[config.mk]
export PLATFORM = sky130hd
export DESIGN_NAME = game_round_ctrl
export DESIGN_NICKNAME = d
export VERILOG_FILES = /design/src/rtl/game_round_ctrl.sv
export SDC_FILE = /design/constraint.sdc
export NUM_CORES = 1
export LEC_CHECK = 0
export BUFFER_PORTS_ARGS = -buffer_cell sky130_fd_sc_hd__buf_2
export CAP_MARGIN = 20
export CORE_ASPECT_RATIO = 1.2
export CORE_MARGIN = 4
export CORE_UTILIZATION = 44
export DETAILED_ROUTE_END_ITERATION = 10
export PLACE_DENSITY = 0.77
export SLEW_MARGIN = 40
export SYNTH_ARGS = -nofsm -noshare
export SYNTH_HDL_FRONTEND = slang
export SYNTH_SLANG_ARGS = --single-unit
[constraint.sdc]
create_clock -name clk1Hz -period 7.3 [get_ports clk1Hz]
set_clock_uncertainty 0.15 [all_clocks]
set_input_delay 0.365 -clock clk1Hz [delete_from_list [all_inputs] [get_ports clk1Hz]]
set_output_delay 0.365 -clock clk1Hz [all_outputs]
set_load 0.01 [all_outputs]
[src/rtl/game_round_ctrl.sv]
// Purpose : round sequencer for the switch game. It requests a prompt, times the round,
//           scores matches, runs a break between rounds and ends the game on a timeout.
// Latency : every output is a flop. A tick that changes state updates the outputs on that
//           same clk1Hz edge. prompt_req is held until a tick samples prompt_ack.
// Backpressure: the prompt handshake is req/ack with no timeout. PROMPT waits as long as
//           prompt_ack stays low.
//
// Ports
//   clk1Hz          in   game tick (1 Hz)
//   reset_btn       in   asynchronous, active-high reset
//   start           in   start/restart level. It is acted on only in IDLE and OVER.
//   sw[9:0]         in   live switch positions. They are compared only in PLAY.
//   prompt_ack      in   prompt_expected/prompt_led are valid. Sampled only in PROMPT.
//   prompt_expected in   switch pattern that passes the round
//   prompt_led[9:0] in   LED hint pattern for the round
//   prompt_req      out  asks the prompt generator for a new prompt
//   led_target[9:0] out  latched LED hint. It is 0 outside PLAY.
//   count[5:0]      out  seconds remaining in PLAY/BREAK. It is 0 in every other state.
//   score[13:0]     out  accumulated points. Saturates at SCORE_MAX.
//   rounds[6:0]     out  rounds passed. Saturates at 99.
//   state_o[2:0]    out  FSM state for debug (IDLE=0 PROMPT=1 PLAY=2 BREAK=3 OVER=4)
//   game_over       out  high while in OVER
module game_round_ctrl #(
  parameter int ROUND_TIME = 15,
  parameter int BREAK_TIME = 5,
  parameter int LVL_ROUNDS = 5,
  parameter int MAX_SHIFT  = 4,
  parameter int SCORE_MAX  = 9999
) (
  input  logic        clk1Hz,
  input  logic        reset_btn,
  input  logic        start,
  input  logic [9:0]  sw,
  input  logic        prompt_ack,
  input  logic [9:0]  prompt_expected,
  input  logic [9:0]  prompt_led,
  output logic        prompt_req,
  output logic [9:0]  led_target,
  output logic [5:0]  count,
  output logic [13:0] score,
  output logic [6:0]  rounds,
  output logic [2:0]  state_o,
  output logic        game_over
);

  typedef enum logic [2:0] {
    S_IDLE   = 3'd0,
    S_PROMPT = 3'd1,
    S_PLAY   = 3'd2,
    S_BREAK  = 3'd3,
    S_OVER   = 3'd4
  } state_t;

  // The full round context sits in one packed register.
  // A single reset clause therefore clears all of it.
  typedef struct packed {
    logic [9:0]  expected;
    logic [9:0]  led_target;
    logic [5:0]  count;
    logic [13:0] score;
    logic [6:0]  rounds;
    logic        prompt_req;
    logic        game_over;
  } round_regs_t;

  localparam logic [5:0]  ROUND_CNT   = 6'(ROUND_TIME);
  localparam logic [5:0]  BREAK_CNT   = 6'(BREAK_TIME);
  localparam logic [14:0] SCORE_CAP   = 15'(SCORE_MAX);
  localparam logic [6:0]  ROUNDS_CAP  = 7'd99;

  state_t      state_q;
  state_t      state_d;
  round_regs_t regs_q;
  round_regs_t regs_d;

  logic        sw_match;
  logic [14:0] pts;
  logic [14:0] score_sum;
  logic [13:0] score_inc;
  logic [6:0]  rounds_inc;

  // Points per pass double every LVL_ROUNDS passed rounds.
  // The doubling stops after MAX_SHIFT doublings.
  // The argument is the count of rounds passed before this one.
  function automatic logic [14:0] round_points(input logic [6:0] r);
    int lvl;
    lvl = int'({25'd0, r}) / LVL_ROUNDS;
    if (lvl > MAX_SHIFT) begin
      lvl = MAX_SHIFT;
    end
    return 15'd2 << lvl;
  endfunction

  assign sw_match = (sw == regs_q.expected);
  assign pts      = round_points(regs_q.rounds);

  // The sum has one extra bit, so a carry past 14 bits still clamps correctly.
  assign score_sum  = {1'b0, regs_q.score} + pts;
  assign score_inc  = (score_sum > SCORE_CAP) ? SCORE_CAP[13:0] : score_sum[13:0];
  assign rounds_inc = (regs_q.rounds >= ROUNDS_CAP) ? ROUNDS_CAP : regs_q.rounds + 7'd1;

  // State and datapath registers
  always_ff @(posedge clk1Hz or posedge reset_btn) begin
    if (reset_btn) begin
      state_q <= S_IDLE;
      regs_q  <= '0;
    end else begin
      state_q <= state_d;
      regs_q  <= regs_d;
    end
  end

  // Next-state logic and next value of every registered output
  always_comb begin
    state_d = state_q;
    regs_d  = regs_q;

    case (state_q)
      S_IDLE: begin
        regs_d.count      = '0;
        regs_d.led_target = '0;
        regs_d.prompt_req = 1'b0;
        regs_d.game_over  = 1'b0;
        if (start) begin
          state_d           = S_PROMPT;
          regs_d.score      = '0;
          regs_d.rounds     = '0;
          regs_d.prompt_req = 1'b1;
        end
      end

      S_PROMPT: begin
        regs_d.count      = '0;
        regs_d.led_target = '0;
        regs_d.prompt_req = 1'b1;
        if (prompt_ack) begin
          state_d           = S_PLAY;
          regs_d.expected   = prompt_expected;
          regs_d.led_target = prompt_led;
          regs_d.count      = ROUND_CNT;
          regs_d.prompt_req = 1'b0;
        end
      end

      S_PLAY: begin
        // A match is checked before the timeout.
        // A match on the last second therefore still scores.
        if (sw_match) begin
          state_d           = S_BREAK;
          regs_d.rounds     = rounds_inc;
          regs_d.score      = score_inc;
          regs_d.led_target = '0;
          regs_d.count      = BREAK_CNT;
        end else if (regs_q.count == '0) begin
          state_d           = S_OVER;
          regs_d.led_target = '0;
          regs_d.count      = '0;
          regs_d.game_over  = 1'b1;
        end else begin
          regs_d.count = regs_q.count - 6'd1;
        end
      end

      S_BREAK: begin
        if (regs_q.count != '0) begin
          regs_d.count = regs_q.count - 6'd1;
        end else begin
          state_d           = S_PROMPT;
          regs_d.prompt_req = 1'b1;
        end
      end

      S_OVER: begin
        regs_d.game_over = 1'b1;
        if (start) begin
          state_d           = S_PROMPT;
          regs_d.score      = '0;
          regs_d.rounds     = '0;
          regs_d.game_over  = 1'b0;
          regs_d.prompt_req = 1'b1;
        end
      end

      // Codes 5..7 are unreachable. They are flushed back to IDLE with idle outputs.
      default: begin
        state_d           = S_IDLE;
        regs_d.count      = '0;
        regs_d.led_target = '0;
        regs_d.prompt_req = 1'b0;
        regs_d.game_over  = 1'b0;
      end
    endcase
  end

  assign prompt_req = regs_q.prompt_req;
  assign led_target = regs_q.led_target;
  assign count      = regs_q.count;
  assign score      = regs_q.score;
  assign rounds     = regs_q.rounds;
  assign state_o    = state_q;
  assign game_over  = regs_q.game_over;

endmodule
==> out/qor.txt <==
FF-to-FF path depth: 25
LEAKAGE: 2.15 nW
Sequential area share after synthesis: 0.320
EDFF count, synth: 0
Required @ worst endpoint: 7.40 ns
Commonest non-fill, non-tap cell in the layout: buf_2
Max-Cap Viols: 0
Endpoints failing setup: 0
Die width: 95.8 um
RR Endpoint: score[5]
Port Buf Inserts: 75
Clock tree buffer depth: 2
Hold buffers post-CTS: 0
Final core occ: 0.484
Die Y: 113 um
Initial drt markers: 157
Via density per instance: 5.65
Mapped cell area: 4070 um2
Vias: 3472
Power density cells: 217 nW/um2
HPWL after DPL: 6830 um
Worst-case vdd ir drop: 0.185 mV
#FFs+latches synth: 52
Layout Nets: 550
Clock-pin slew on the worst setup and hold paths: 0.10 ns
Die ar.: 10900 um2
Fmax: 150 MHz
Max-slew headroom: 0.517
Fraction of layout cells with a size suffix above 1: 0.220
Status: complete, but fails checks
Clock root cell: clkbuf_8
Clock buffers created by TritonCTS: 5
Core area: 9030 um2
Gr ovfl total: 0
H-tree depth: 2
Tcrit/Tclk final: 0.912
Most frequent cells in the layout: buf_2, dfrtp_1, a21oi_1, nor2_1, nand2_1
Fin crit period: 6.66 ns
Residual DRC count: 0
Vias in the first global route: 3284
Critical path class: flip-flop to flip-flop
Initial antenna violation count: 0
Worst setup EP type: flip-flop
Synth cell types: 70
Avg WL per Cell: 14.6 um
Sink Count: 52
I/O Pins: 76
Largest net degree at the start of global routing: 53
Avg Cell Area, Syn: 8.92 um2
YS warnings: 0
Layout area overhead: 7.35%
Max Slew Vio Count: 0
All-layer global routing usage: 0.171
Clock latency on the worst-skew pair: 0.31 ns
Mapped Cells: 456
Unrepaired setup endpoints after global routing: no
Starting Density: 0.450
Failing checks: negative hold slack
Pre-CTS WS: 0.576 ns
Min Hold Slack: -0.0177 ns
Final ANT Viol Nets: 0
R2R setup slack: 0.64 ns
Antenna Cells: 0
Worst Max-Slew Pin Slew: 0.723 ns
Ys flop type: dfrtp_1
Routed Wire Length: 9010 um
Worst Path Arrival: 6.76 ns
Hold violation count in the final report: 32
First-pass GRT wire length: 15100 um
Sum Neg Setup Slack: 0 ns
Worst-path fanout max: 24
Row count: 38
Final Wtd Congestion: 0.877
CTS tree: yes
Async S/R FF share, synth: 1.00
Worst r2r src: rounds[4]
Startpoint Class: flip-flop
Hold/Removal Path Class: primary input to async pin
TritonRoute pass-1 iters: 5
Slack of the critical path: 0.641 ns
==> per-layer routing <==
| metal | GRT usage | share of wire |
|---|---|---|
| met5 | 0 | 0 |
| met4 | 0.0721 | 0.020 |
| met3 | 0.0332 | 0.068 |
| met2 | 0.281 | 0.49 |
| met1 | 0.217 | 0.42 |
==> cells by family after synthesis <==
group / Yosys count / share of synthesized area
simple gates: 133 / 0.175
flops: 52 / 0.320
xor+xnor: 21 / 0.0452
other cells: 1 / 0.000922
fa+ha+maj: 22 / 0.0695
mux: 11 / 0.0301
buf+inv: 73 / 0.108
compound gates: 143 / 0.252
==> synthesized netlist by cell type (2+ instances only) <==
library cell	number	area, um2
o31ai_1	4	30.0
o21ai_0	25	125
a211oi_1	4	30.0
nand2_1	27	101
ha_1	21	263
a311oi_1	2	17.5
a21o_1	11	82.6
o21ai_1	6	30.0
a2111oi_0	2	17.5
dfrtp_1	52	1300
o21a_1	8	60.1
buf_2	3	15.0
clkbuf_1	9	33.8
and3_1	5	31.3
nor3b_1	3	22.5
or4b_1	2	20.0
inv_1	18	67.6
a31oi_1	2	12.5
a21oi_1	35	175
nand4_1	5	31.3
buf_4	41	308
a31o_1	2	17.5
o211ai_1	3	22.5
nand3b_1	3	22.5
nand2b_1	10	62.6
nor2b_1	10	62.6
nor3_1	11	55.1
nand3_1	11	55.1
a21oi_2	2	17.5
mux2_2	10	113
nor2_1	27	101
and2_1	5	31.3
nor4_1	6	37.5
xnor2_1	10	87.6
a22o_1	16	140
xor2_1	11	96.3
==> sequential cells by signal (all words and copies together) (netlist names) <==
signal / flops
state_o: 3
led_target: 10
prompt_req: 1
game_over: 1
score: 14
rounds: 7
regs_q: 10
count: 6
==> metrics by stage <==
step	std cells	area [um2]	power, mW
5_1_grt	615	4370	1.02
3_5_place_dp	606	4270	0.790
2_1_floorplan	463	4100	0.713
6_report	615	4370	0.950
3_3_place_gp	606	4270	0.776
4_1_cts	614	4360	0.962
==> report_power, final <==
| group | switching (mW) | internal (mW) |
|---|---|---|
| clock network | 0.101 | 0.0683 |
| registers | 0.0636 | 0.356 |
| logic | 0.204 | 0.157 |
| total | 0.368 | 0.582 |
==> worst max path at each step <==
stage	from	end	slack, ns	depth (start not counted)
5_1_grt	rounds[4]	score[5]	0.09	28
4_1_cts	rounds[4]	score[1]	0.55	27
6_report	rounds[4]	score[5]	0.64	25
3_5_place_dp	rounds[4]	score[1]	0.58	27
3_3_place_gp	rounds[4]	score[6]	0.90	27
2_1_floorplan	rounds[4]	score[4]	1.60	28
==> cell type report <==
class	count	area (um2)
Multi-Input combinational cell	338	2350
Fill cell	871	4670
Inverter	19	73.8
Clock inverter	3	21.3
Clock buffer	5	68.8
Timing Repair Buffer	78	398
Sequential cell	52	1300
Tap cell	120	150
==> critical path: stages, from the launching register on <==
cell and delay (ns):
dfrtp_1 0.65, nor2_1 0.27, inv_1 0.11, ha_1 0.33, nor2b_1 0.13, and3_1 0.22, o311ai_1 0.35, nor2b_1 0.37
ha_1 0.32, a21oi_1 0.06, o211ai_1 0.29, a21oi_4 0.13, xnor2_1 0.16, a221oi_2 0.38, o21a_1 0.19, ha_1 0.22
a21o_1 0.19, a21oi_2 0.17, o211ai_1 0.23, a2111oi_2 0.46, o21bai_1 0.17, a21oi_2 0.17, nand2_1 0.11, o41ai_4 0.38
buf_4 0.22, a22o_1 0.16
==> what timing repair did <==
action	in CTS	in global routing
gates resized for setup	0	0
setup endpoints to repair	0	10
buffers inserted	0	1
hold endpoints to repair	0	0
No activity file was read; power rests on OpenSTA's default activity.
